==> src/rtl/lsu_pkg.sv <==
// Shared types and helpers for the load/store unit: FSM states, RISC-V size
// codes and the byte count of an access.
package lsu_pkg;

  typedef enum logic [1:0] {IDLE, ACCESS, RESP} lsu_state_t;

  localparam logic [2:0] SZ_B  = 3'b000;
  localparam logic [2:0] SZ_H  = 3'b001;
  localparam logic [2:0] SZ_W  = 3'b010;
  localparam logic [2:0] SZ_BU = 3'b100;
  localparam logic [2:0] SZ_HU = 3'b101;

  function automatic logic [2:0] size_bytes(input logic [2:0] funct3);
    case (funct3)
      SZ_B, SZ_BU: size_bytes = 3'd1;
      SZ_H, SZ_HU: size_bytes = 3'd2;
      default:     size_bytes = 3'd4;
    endcase
  endfunction

endpackage

==> src/rtl/lsu_req_check.sv <==
// Combinational request checker: funct3 legality, natural alignment and
// memory range. Shared with the instruction-fetch path.
module lsu_req_check
  import lsu_pkg::*;
#(
  parameter int unsigned MEM_BYTES = 65536,
  parameter int unsigned OFFSET_W  = 28
) (
  input  logic        we_i,
  input  logic [2:0]  funct3_i,
  input  logic [31:0] addr_i,
  output logic        err_o
);

  localparam logic [OFFSET_W:0] LIMIT = (OFFSET_W+1)'(MEM_BYTES);

  logic [2:0]        nbytes;
  logic              legal;
  logic              aligned;
  logic [OFFSET_W:0] end_off;
  logic              unused_addr_hi;

  // Upper address bits never reach memory, so they play no part in the range check.
  assign unused_addr_hi = ^addr_i[31:OFFSET_W];

  always_comb begin
    nbytes = size_bytes(funct3_i);
    case (funct3_i)
      SZ_B, SZ_H, SZ_W: legal = 1'b1;
      SZ_BU, SZ_HU:     legal = !we_i;
      default:          legal = 1'b0;
    endcase
    case (nbytes)
      3'd2:    aligned = !addr_i[0];
      3'd4:    aligned = (addr_i[1:0] == 2'b00);
      default: aligned = 1'b1;
    endcase
    // One extra bit keeps the end offset from wrapping near the top of the space.
    end_off = {1'b0, addr_i[OFFSET_W-1:0]} + {{(OFFSET_W-2){1'b0}}, nbytes};
    err_o   = !legal || !aligned || (end_off > LIMIT);
  end

endmodule

==> src/rtl/lsu_mem_ctrl.sv <==
// Load/store initiator driving a single-cycle data memory port.
// Optional perf counters are enabled by defining LSU_PERF_COUNTERS_EN.
module lsu_mem_ctrl
  import lsu_pkg::*;
#(
  parameter int unsigned MEM_BYTES = 65536,
  parameter int unsigned OFFSET_W  = 28
) (
  input  logic        clk,
  input  logic        rst,
  input  logic        req_valid,
  output logic        req_ready,
  input  logic        req_we,
  input  logic [2:0]  req_funct3,
  input  logic [31:0] req_addr,
  input  logic [31:0] req_wdata,
  output logic        resp_valid,
  input  logic        resp_ready,
  output logic [31:0] resp_rdata,
  output logic        resp_err,
  output logic [31:0] mem_addr,
  output logic [2:0]  mem_size,
  output logic [31:0] mem_wdata,
  output logic        mem_wen,
`ifdef LSU_PERF_COUNTERS_EN
  output logic [31:0] perf_loads,
  output logic [31:0] perf_stores,
  output logic [31:0] perf_errs,
`endif
  input  logic [31:0] mem_rdata
);

  lsu_state_t          state_q, state_d;
  logic                chk_err;
  logic                we_q;
  logic [OFFSET_W-1:0] mem_addr_q;
  logic [2:0]          mem_size_q;
  logic [31:0]         mem_wdata_q;
  logic                mem_wen_q;
  logic [31:0]         resp_rdata_q;
  logic                resp_err_q;

  lsu_req_check #(
    .MEM_BYTES (MEM_BYTES),
    .OFFSET_W  (OFFSET_W)
  ) u_check (
    .we_i     (req_we),
    .funct3_i (req_funct3),
    .addr_i   (req_addr),
    .err_o    (chk_err)
  );

  always_ff @(posedge clk or posedge rst) begin
    if (rst) state_q <= IDLE;
    else     state_q <= state_d;
  end

  always_comb begin
    state_d = state_q;
    case (state_q)
      IDLE:    if (req_valid) state_d = chk_err ? RESP : ACCESS;
      ACCESS:  state_d = RESP;
      RESP:    if (resp_ready) state_d = IDLE;
      default: state_d = IDLE;
    endcase
  end

  always_comb begin
    req_ready  = (state_q == IDLE);
    resp_valid = (state_q == RESP);
  end

  // The memory port registers double as the captured request; a rejected
  // request leaves them untouched so they keep their last driven values.
  always_ff @(posedge clk or posedge rst) begin
    if (rst) begin
      we_q         <= 1'b0;
      mem_addr_q   <= '0;
      mem_size_q   <= SZ_W;
      mem_wdata_q  <= '0;
      mem_wen_q    <= 1'b0;
      resp_rdata_q <= '0;
      resp_err_q   <= 1'b0;
    end else begin
      mem_wen_q <= 1'b0;
      case (state_q)
        IDLE: if (req_valid) begin
          we_q <= req_we;
          if (chk_err) begin
            resp_err_q   <= 1'b1;
            resp_rdata_q <= '0;
          end else begin
            mem_addr_q  <= req_addr[OFFSET_W-1:0];
            mem_size_q  <= req_funct3;
            mem_wdata_q <= req_wdata;
            mem_wen_q   <= req_we;
          end
        end
        ACCESS: begin
          resp_err_q   <= 1'b0;
          resp_rdata_q <= we_q ? 32'd0 : mem_rdata;
        end
        default: ;
      endcase
    end
  end

  assign mem_addr   = {{(32-OFFSET_W){1'b0}}, mem_addr_q};
  assign mem_size   = mem_size_q;
  assign mem_wdata  = mem_wdata_q;
  assign mem_wen    = mem_wen_q;
  assign resp_rdata = resp_rdata_q;
  assign resp_err   = resp_err_q;

`ifdef LSU_PERF_COUNTERS_EN
  logic [31:0] perf_loads_q, perf_stores_q, perf_errs_q;

  always_ff @(posedge clk or posedge rst) begin
    if (rst) begin
      perf_loads_q  <= '0;
      perf_stores_q <= '0;
      perf_errs_q   <= '0;
    end else if (resp_valid && resp_ready) begin
      if (resp_err_q)  perf_errs_q   <= perf_errs_q + 32'd1;
      else if (we_q)   perf_stores_q <= perf_stores_q + 32'd1;
      else             perf_loads_q  <= perf_loads_q + 32'd1;
    end
  end

  assign perf_loads  = perf_loads_q;
  assign perf_stores = perf_stores_q;
  assign perf_errs   = perf_errs_q;
`endif

endmodule
==> config.mk <==
export PLATFORM = sky130hd
export DESIGN_NAME = lsu_mem_ctrl
export DESIGN_NICKNAME = d
export VERILOG_FILES = /design/src/rtl/lsu_pkg.sv /design/src/rtl/lsu_req_check.sv /design/src/rtl/lsu_mem_ctrl.sv
export SDC_FILE = /design/constraint.sdc
export NUM_CORES = 1
export LEC_CHECK = 0
export CAP_MARGIN = 20
export CORE_ASPECT_RATIO = 0.7
export CORE_MARGIN = 5
export CORE_UTILIZATION = 45
export DETAILED_ROUTE_END_ITERATION = 6
export PLACE_DENSITY_LB_ADDON = 0.1
export SKIP_LAST_GASP = 1
export SYNTH_ARGS = -nofsm -noshare
export SYNTH_HDL_FRONTEND = slang
export SYNTH_SLANG_ARGS = --single-unit
export TNS_END_PERCENT = 100
==> constraint.sdc <==
create_clock -name clk -period 8.9 [get_ports clk]
set_input_delay 0.89 -clock clk [delete_from_list [all_inputs] [get_ports clk]]
set_output_delay 0.89 -clock clk [all_outputs]
set_load 0.05 [all_outputs]
==> results.json, run 1 <==
{
  "drtAntennaViolNets": 0,
  "drive_gt1_share_pct": 6.19,
  "arrival_ns": 4.65,
  "synthArstFlopShare_pct": 100,
  "nFillCells": 687,
  "cts_resized": 0,
  "antenna_cells": 0,
  "cts-buffers-inserted": 9,
  "die_w_um": 129,
  "p_sw_mw": 0.214,
  "grt_pass1_vias": 3570,
  "antenna_found_initial": 0,
  "hold_buffers": 0,
  "synthFlopType": "dfrtp_1",
  "pwr-share-seq_pct": 47.2,
  "setup_viol": 0,
  "p_leak_nw": 3.06,
  "hold_viol": 0,
  "max_freq_mhz": 226,
  "fin_crit_sh_pct": 49.8,
  "gp_congestion": 0.822,
  "vias": 3521,
  "area_growth_pct": 53.8,
  "slew_viol_final": 0,
  "maxCapViolCount": 0,
  "clock-sinks": 100,
  "p_per_area_mw_per_mm2": 142,
  "finish.utilization_pct": 70.6,
  "cts_tree": "done",
  "io_pins": 207,
  "synthCells": 333,
  "p_int_mw": 0.754,
  "peakVddDrop_mv": 0.103,
  "place_ws_ns": 4.13,
  "place_hpwl_um": 9070,
  "grt_pass1_wl_um": 18800,
  "ys_ff_latch": 100,
  "root_buffer": "clkbuf_16",
  "skew_ns": 0.00474,
  "drc": 0,
  "initial_core_util_pct": 45.9,
  "coreArea_mm2": 0.00965,
  "first_iter_violations": 177,
  "status": "finished, final reports clean",
  "drt-wirelength-per-cell_um": 18.1,
  "clk_path_buf_depth": 2,
  "htree_levels": 3,
  "synth_cell_types": 56,
  "seq_area_frac_synth_pct": 56.5,
  "row_count": 30,
  "track_usage_pct": 20.0,
  "reg2reg_slack_ns": 6.52,
  "max-slew-margin-rel_pct": 51.7,
  "crit_type": "in -> reg",
  "holdWs_ns": 0.484,
  "p_total_mw": 0.969,
  "period_needed_ns": 4.43,
  "mostFrequentLayoutCell": "clkdlybuf4s50_1",
  "post_cts_buffers": 0,
  "avgSynthCellArea_um2": 13.3,
  "holdCritPathClass": "reg -> reg",
  "fin_ws_ns": 4.47,
  "multi_input_area_mm2": 0.00178,
  "gr-total-overflow": 0,
  "synth_edf_count": 0,
  "critPathRequiredTime_ns": 9.12,
  "path_clk_slew_ns": 0.06,
  "tns_ns": 0,
  "nNetsFinal": 637,
  "cp_max_fo": 42,
  "power_frac_comb_pct": 10.7,
  "insertion_delay_ns": 0.34,
  "portBuffers": 198,
  "die_area_mm2": 0.0120,
  "layout_common_cells": "198 x clkdlybuf4s50_1, 99 x dfrtp_1, 53 x mux2_1",
  "yosysWarnings": 0,
  "swShare_pct": 22.1,
  "drt-pass1-iter-count": 4,
  "fp.dieH_um": 93.0,
  "rsz0062_at_grt": "no",
  "worstMarginPinSlew_ns": 0.725,
  "synth_area_mm2": 0.00443,
  "cp-start-kind": "input pin",
  "crit_path_end_kind": "flip-flop",
  "ff_latch_area_mm2": 0.00250,
  "routed_wl_um": 12000,
  "vias_per_cell": 5.33,
  "grt_max_degree": 58,
  "power_frac_clock_pct": 42.1
}
flip-flops by register name, indices dropped and copies added (netlist names):
register,flops
resp_rdata,32
mem_size,3
resp_err,1
mem_wdata,32
mem_addr_q,28
we_q,1
state_q,2
mem_wen,1
synth_stat cells (2+ instances only):
cell / count / area [um^2]
dfrtp_1: 99 / 2480
mux2_1: 53 / 597
a32o_1: 32 / 320
nor2b_1: 15 / 93.8
nand2_1: 12 / 45.0
nor2_1: 11 / 41.3
clkbuf_1: 8 / 30.0
inv_1: 8 / 30.0
nand3_1: 7 / 35.0
nor3_1: 6 / 30.0
buf_4: 5 / 37.5
buf_6: 5 / 56.3
nor4_1: 5 / 31.3
a21oi_1: 4 / 20.0
buf_2: 4 / 20.0
nand4_1: 4 / 25.0
ha_1: 3 / 37.5
nand2b_1: 3 / 18.8
a2111oi_2: 2 / 30.0
a21boi_1: 2 / 15.0
a21o_1: 2 / 15.0
and2_1: 2 / 12.5
mux2_2: 2 / 22.5
mux2i_1: 2 / 20.0
nor3b_1: 2 / 15.0
o21ai_0: 2 / 10.0
o22ai_1: 2 / 12.5
or3_1: 2 / 12.5
xnor2_1: 2 / 17.5
power by group through the flow:
stage / Clock (mW) / Combinational, mW / Sequential (mW)
after detailed placement: 0 / 0.104 / 0.466
after global placement: 0 / 0.101 / 0.466
final: 0.407 / 0.104 / 0.458
after global routing: 0.434 / 0.112 / 0.458
after CTS: 0.420 / 0.104 / 0.458
after floorplan: 0 / 0.0412 / 0.467
critical path, cell delays in order:
cell and delay, ns:
clkdlybuf4s50_1 0.57, nor2_1 0.06, ha_1 0.21, fa_1 0.41, a21oi_1 0.38, nor3b_1 0.23
o2111ai_1 0.14, a211oi_1 0.23, a31oi_1 0.27, nor4_4 0.35, buf_4 0.49, mux2_1 0.38
stage by stage:
stage	instances	instance area, um^2
finish	661	6810
global route	661	6810
CTS	661	6810
detailed placement	646	6510
global placement	645	6490
floorplan	336	4440
cells by family after synthesis:
family / synth area share [%]
DFF: 56.5
buffers and inverters: 3.93
and+or+nand+nor: 10.1
muxes: 14.4
AOI/OAI and AO/OA: 13.1
adders and majority gates: 1.30
xor gates and xnor gates: 0.593
other: 0.0846
area by class of cell:
cell class              instances  share of cell area [%]
flip-flops and latches        100                    36.7
inverters                       8                   0.478
clock buffers                  11                    3.42
clock inverters                 4                    1.08
multi-input cells             206                    26.1
repair buffers                204                    29.9
well taps                     128                    2.35
path summary, 6_finish.rpt:
kind	from	endpoint	cells past startpoint
setup / recovery	req_funct3[1]	mem_addr_q[5]$_DFFE_PP0P_	12
max in group asynchronous	rst	mem_addr_q[16]$_DFFE_PP0P_	3
setup reg to reg	state_q[1]$_DFFE_PP0P_	mem_addr_q[5]$_DFFE_PP0P_	6
hold reg to reg	mem_wdata[11]$_DFFE_PP0P_	mem_wdata[11]$_DFFE_PP0P_	1
min in group asynchronous	rst	mem_wdata[28]$_DFFE_PP0P_	2
hold / removal	mem_wdata[11]$_DFFE_PP0P_	mem_wdata[11]$_DFFE_PP0P_	1
per-layer routing:
layer | wire (um) | up-vias | track usage (%) | part of all wire (%)
met4 | 133 | 0 | 5.33 | 1.1
li1 | - | 1636 | - | -
met5 | 0 | - | 0 | 0
met3 | 1380 | 14 | 8.39 | 12
met2 | 5690 | 171 | 32.5 | 47
met1 | 4780 | 1700 | 24.9 | 40
Power figures use the tool's default switching activity.
==> run 2, diff against run 1 <==
--- a/config.mk
+++ b/config.mk
@@ -8,7 +8,7 @@
 export CAP_MARGIN = 20
 export CORE_ASPECT_RATIO = 0.7
 export CORE_MARGIN = 5
-export CORE_UTILIZATION = 45
+export CORE_UTILIZATION = 41
 export DETAILED_ROUTE_END_ITERATION = 6
 export PLACE_DENSITY_LB_ADDON = 0.1
 export SKIP_LAST_GASP = 1
==> constraint.sdc (replaced) <==
create_clock -name clk -period 4.16 [get_ports clk]
set_input_delay 0.416 -clock clk [delete_from_list [all_inputs] [get_ports clk]]
set_output_delay 0.416 -clock clk [all_outputs]
set_load 0.05 [all_outputs]
==> run 2 against run 1 <==
  * First-iteration DRC count up 7.3%
  * Sequential share of layout area down 0.25 points
  * Global-route usage down 1.7 points
  * Via count down 1.2%
  * Count of clock-buffer cells in the layout unchanged
  * Wire length up 0.32%
  * Worst hold slack worse by 0.14 ns
  * Critical path type unchanged
  * Highest routed layer unchanged
==> results.json, run 2 (synthesis results as in run 1) <==
{
  "status": "finished, final reports clean",
  "post_cts_buffers": 0,
  "finish.utilization_pct": 65.8,
  "place_ws_ns": 0.167,
  "mostFrequentLayoutCell": "clkdlybuf4s50_1",
  "clk_path_buf_depth": 2,
  "grt_pass1_wl_um": 19400,
  "cp_slowest_cell": "clkdlybuf4s50_1",
  "drive_gt1_share_pct": 7.26,
  "initial_core_util_pct": 42.5,
  "first_iter_violations": 190,
  "gr-total-overflow": 0,
  "root_buffer": "clkbuf_16",
  "hold_viol": 0,
  "design_area_mm2": 0.00686,
  "rsz0062_at_grt": "no",
  "crit_chain": "clkdlybuf4s50_1 -> nor2_1 -> ha_1 -> fa_1 -> a21oi_1 -> or2_1 -> nor3_1 -> a2111oi_2 -> o211ai_2 -> nor4_4 -> buf_12 -> mux2_1",
  "hold_buffers": 0,
  "maxCapViolCount": 0,
  "track_usage_pct": 18.4,
  "reg2reg_slack_ns": 2.14,
  "max-slew-margin-rel_pct": 54.8,
  "slew_viol_final": 0,
  "arrival_ns": 3.84,
  "p_leak_nw": 3.07,
  "critPathRequiredTime_ns": 4.38,
  "cts_tree": "done",
  "fin_ws_ns": 0.535,
  "gp_congestion": 0.847,
  "cts-buffers-inserted": 9,
  "drt-pass1-iter-count": 4,
  "worstMarginPinSlew_ns": 0.677,
  "drt-wirelength-per-cell_um": 18.0,
  "peakVddDrop_mv": 0.216,
  "antenna_cells": 0,
  "cts_resized": 0,
  "cp_max_fo": 34,
  "insertion_delay_ns": 0.34,
  "antenna_found_initial": 0,
  "vias": 3478,
  "io_pins": 207,
  "r2r_start": "state_q[1]$_DFFE_PP0P_",
  "dpl_cell_area_mm2": 0.00656,
  "r2r_end": "mem_wdata[9]$_DFFE_PP0P_",
  "htree_levels": 3,
  "fp.dieH_um": 97.0,
  "max_freq_mhz": 276,
  "period_needed_ns": 3.62,
  "clock-sinks": 100,
  "skew_ns": 0.00411,
  "fin_crit_sh_pct": 87.1,
  "slowest_delay_ns": 0.57,
  "layout_common_cells": "198 x clkdlybuf4s50_1, 99 x dfrtp_1, 53 x mux2_1",
  "area_growth_pct": 54.8,
  "drtAntennaViolNets": 0,
  "nNetsFinal": 640,
  "holdWs_ns": 0.340,
  "holdCritPathClass": "in -> async",
  "tns_ns": 0,
  "path_clk_slew_ns": 0.07,
  "die_area_mm2": 0.0130,
  "p_per_area_mw_per_mm2": 294,
  "r2r_cells": 5,
  "grt_max_degree": 55,
  "grt_pass1_vias": 3617,
  "routed_wl_um": 12000,
  "crit_type": "in -> reg",
  "setup_viol": 0,
  "die_w_um": 134,
  "place_hpwl_um": 9040,
  "crit_path_end_kind": "flip-flop",
  "coreArea_mm2": 0.0104,
  "cp-start-kind": "input pin",
  "drc": 0,
  "portBuffers": 198,
  "row_count": 31,
  "vias_per_cell": 5.20
}
## run 2: cell count changes in the layout (fill, tap and decap cells not counted)
cell / change
inv_8: +1
clkinv_4: +1
clkbuf_1: -2
clkinv_2: -1
buf_4: +1
buf_12: +3
clkbuf_8: +2
clkinvlp_4: +2
buf_8: -1
bufinv_16: -2
## run 2: through the flow
step | std cells | power (mW)
floorplan | 336 | 1.09
global placement | 653 | 1.22
detailed placement | 653 | 1.22
CTS | 669 | 2.06
global route | 669 | 2.10
finish | 669 | 2.02
## run 2: critical path, delay by kind of cell
| kind | cells | cell delay [ns] |
|---|---|---|
| multiplexers | 1 | 0.36 |
| adder cells (fa/ha/maj) | 2 | 0.61 |
| AO/OA/AOI/OAI | 3 | 0.81 |
| AND/OR/NAND/NOR | 4 | 0.80 |
| buffers and inverters | 2 | 0.83 |
## run 2: power by group
| group | internal (mW) | total [mW] | switching [mW] |
|---|---|---|---|
| sequential | 0.976 | 0.979 | 0.00299 |
| combinational | 0.117 | 0.226 | 0.109 |
| clock | 0.446 | 0.814 | 0.368 |
| total | 1.54 | 2.02 | 0.480 |
## run 2: area by class of cell
type,count,area (um^2)
fill,768,3570
sequential,100,2500
timing repair buffer,207,2090
multi-input combinational,206,1780
clock buffer,11,253
tap,132,165
clock inverter,5,43.8
inverter,8,32.5
## run 2: per-layer routing
| layer | vias to the layer above | part of all wire [%] | wire (um) | GRT usage (%) |
|---|---|---|---|---|
| li1 | 1646 | - | - | - |
| met1 | 1652 | 44 | 5230 | 24.5 |
| met2 | 166 | 44 | 5300 | 27.6 |
| met3 | 14 | 11 | 1340 | 7.78 |
| met4 | 0 | 1.2 | 147 | 4.85 |
| met5 | - | 0 | 0 | 0 |
## run 2: how the worst max path moves through the flow
| stage | from | endpoint | slack, ns | cells after the start |
|---|---|---|---|---|
| global placement | req_funct3[1] | mem_wdata[14]$_DFFE_PP0P_ | 0.24 | 12 |
| floorplan | req_funct3[0] | mem_addr_q[0]$_DFFE_PP0P_ | 1.02 | 12 |
| global route | req_funct3[1] | mem_wdata[9]$_DFFE_PP0P_ | 0.24 | 12 |
| CTS | req_funct3[1] | mem_wdata[9]$_DFFE_PP0P_ | 0.53 | 12 |
| detailed placement | req_funct3[1] | mem_wdata[9]$_DFFE_PP0P_ | 0.17 | 12 |
| finish | req_funct3[1] | mem_wdata[9]$_DFFE_PP0P_ | 0.54 | 12 |
==> run 3, diff against run 2 <==
--- a/config.mk
+++ b/config.mk
@@ -5,10 +5,11 @@
 export SDC_FILE = /design/constraint.sdc
 export NUM_CORES = 1
 export LEC_CHECK = 0
+export ABC_AREA = 1
 export CAP_MARGIN = 20
 export CORE_ASPECT_RATIO = 0.7
 export CORE_MARGIN = 5
-export CORE_UTILIZATION = 41
+export CORE_UTILIZATION = 43
 export DETAILED_ROUTE_END_ITERATION = 6
 export PLACE_DENSITY_LB_ADDON = 0.1
 export SKIP_LAST_GASP = 1
==> run 3 against run 2 <==
  * Fmax up 5.3%
  * Register-to-register slack better by 0.17 ns
  * Sequential cell count unchanged
  * Sequential share of layout area down 2.2 points
  * Core utilization up 0.35 points
  * Combinational power up 11%
  * Largest power group unchanged
==> results.json, run 3 <==
{
  "status": "finished, final reports clean",
  "synthMuxAreaShare_pct": 0,
  "drive_gt1_share_pct": 4.83,
  "cp-start-kind": "input pin",
  "gp_congestion": 0.935,
  "cts-buffers-inserted": 9,
  "antenna_found_initial": 0,
  "p_per_area_mw_per_mm2": 285,
  "layout_common_cells": "292 x nand2_1, 198 x clkdlybuf4s50_1, 99 x dfrtp_1",
  "period_needed_ns": 3.44,
  "maxCapViolCount": 0,
  "synth.most_common_cell": "nand2_1",
  "drt-pass1-iter-count": 5,
  "ys_ff_latch": 100,
  "place_hpwl_um": 11400,
  "ff_latch_area_mm2": 0.00250,
  "synth_top_cell_area_share_pct": 50.9,
  "synthFlopType": "dfrtp_1",
  "synth_top_family_by_area": "simple AND/OR/NAND/NOR gates",
  "synthCells": 646,
  "yosys.area_share.simple_pct": 35.9,
  "fin_ws_ns": 0.719,
  "synth-compound-area-share_pct": 3.24,
  "fin_crit_sh_pct": 82.7,
  "top_usage_layer": "met2",
  "grt_max_degree": 52,
  "grt_pass1_vias": 4716,
  "holdCritPathClass": "reg -> reg",
  "met1_usage_pct": 29.1,
  "io_pins": 207,
  "mostFrequentLayoutCell": "nand2_1",
  "nNetsFinal": 952,
  "row_count": 32,
  "crit_path_end_kind": "flip-flop",
  "seq_area_frac_synth_pct": 51.4,
  "dpl_cell_area_mm2": 0.00700,
  "hold_viol": 0,
  "drc": 0,
  "grt_use_met3_pct": 8.27,
  "crit_type": "in -> reg",
  "synth_common_cells": "292 x nand2_1, 99 x dfrtp_1, 56 x nand3_1, 55 x nor2_1, 54 x inv_1",
  "drt-wirelength-per-cell_um": 14.7,
  "antenna_cells": 0,
  "synth_top_area_cell": "dfrtp_1",
  "fp.dieH_um": 99.0,
  "initial_core_util_pct": 44.1,
  "design_area_mm2": 0.00730,
  "arrival_ns": 3.71,
  "yosysWarnings": 0,
  "vias": 4865,
  "hold_buffers": 0,
  "skew_ns": 0.00762,
  "synth_cell_types": 28,
  "rsz0062_at_grt": "no",
  "path_clk_slew_ns": 0.07,
  "htree_levels": 3,
  "synthArstFlopShare_pct": 100,
  "cts_tree": "done",
  "routed_wl_um": 14700,
  "portBuffers": 198,
  "p_leak_nw": 3.70,
  "drtAntennaViolNets": 0,
  "max-slew-margin-rel_pct": 56.4,
  "avgSynthCellArea_um2": 7.54,
  "nFillCells": 952,
  "die_area_mm2": 0.0136,
  "place_ws_ns": 0.400,
  "clk_path_buf_depth": 2,
  "worstMarginPinSlew_ns": 0.654,
  "vias_per_cell": 4.86,
  "clock-sinks": 100,
  "coreArea_mm2": 0.0111,
  "synth_xor_area_share_pct": 0.719,
  "reg2reg_slack_ns": 2.31,
  "tns_ns": 0,
  "critPathRequiredTime_ns": 4.43,
  "slew_viol_final": 0,
  "multi_input_area_mm2": 0.00202,
  "synth_area_leaders": "dfrtp_1 51%, nand2_1 23%, nand3_1 5.8%",
  "cp_max_fo": 20,
  "grt_pass1_wl_um": 23600,
  "gr-total-overflow": 0,
  "grtUsageMet2_pct": 34.2,
  "root_buffer": "clkbuf_16",
  "post_cts_buffers": 0,
  "max_freq_mhz": 291,
  "insertion_delay_ns": 0.34,
  "peakVddDrop_mv": 0.225,
  "synth_edf_count": 0,
  "synth_fa_ha_area_share_pct": 1.18,
  "track_usage_pct": 21.9,
  "cts_resized": 0,
  "first_iter_violations": 293,
  "synth_area_mm2": 0.00487,
  "die_w_um": 137,
  "area_growth_pct": 50.0,
  "setup_viol": 0
}
==> run 3: changes by cell type in the layout (fill, tap and decap cells not counted), moves of 15 or more <==
cell     previous run  this run
nor2b_1            15         0
o21ai_1             0        18
inv_1               7        53
nand2_1            12       292
a32o_1             32         0
nor2_1             10        54
nand3_1             7        56
mux2_1             53         0
==> run 3: final timing paths <==
check,depth (start not counted),endpoint,start
worst max register to register,7,resp_rdata[1]$_DFFE_PP0P_,state_q[1]$_DFFE_PP0P_
worst min register to register,2,mem_addr_q[20]$_DFFE_PP0P_,mem_addr_q[20]$_DFFE_PP0P_
worst max-delay path,17,mem_wdata[16]$_DFFE_PP0P_,req_funct3[1]
worst min-delay path,2,mem_addr_q[20]$_DFFE_PP0P_,mem_addr_q[20]$_DFFE_PP0P_
max in group asynchronous,3,mem_addr_q[4]$_DFFE_PP0P_,rst
min in group asynchronous,2,mem_wdata[10]$_DFFE_PP0P_,rst
==> run 3: layer usage <==
layer	share of wire [%]	vias to the layer above	wire length [um]
met1	42	2257	6180
met2	45	210	6680
li1	-	2380	-
met4	1.6	0	237
met3	11	18	1620
met5	0	-	0
==> run 3: kinds of logic after synthesis <==
logic type                 after synthesis
adders and majority gates                4
other                                    1
buffers and inverters                   80
xor gates and xnor gates                 4
AOI/OAI and AO/OA                       31
and+or+nand+nor                        426
DFF                                    100
==> run 3: worst max-delay path: stages <==
cell and delay (ns):
clkdlybuf4s50_1 0.50, nor2_1 0.17, ha_1 0.25, fa_1 0.42, or2_2 0.28, nor2_1 0.14, nand2_1 0.07, nor2_1 0.10
nand3_1 0.07, nor2_1 0.16, nand3_1 0.12, nand2_1 0.13, nand3_2 0.34, clkinv_4 0.12, buf_4 0.26, nand2_1 0.09
nand2_1 0.07
==> run 3: per-stage QoR <==
stage	power, mW	hold WS [ns]	cells	util [%]
6_report	2.08	0.467	1001	66.1
5_1_grt	2.17	0.500	1001	66.1
4_1_cts	2.11	0.472	1001	66.1
3_5_place_dp	1.25	0.459	986	63.4
3_3_place_gp	1.24	0.449	986	63.4
2_1_floorplan	1.11	0.454	649	-
==> run 3: cell type report <==
type                            instances  share of cell area, %
Tap cell                              153                   2.62
Timing Repair Buffer                  209                   28.4
Inverter                               55                   2.93
Clock buffer                           12                   3.51
Multi-Input combinational cell        469                   27.6
Clock inverter                          3                  0.634
Sequential cell                       100                   34.3
==> run 3: where the power goes <==
group / internal [mW] / total [mW] / switching, mW / leakage, nW
logic: 0.117 / 0.251 / 0.134 / 2.17
clock network: 0.498 / 0.855 / 0.357 / 0.145
registers: 0.976 / 0.979 / 0.00291 / 1.39
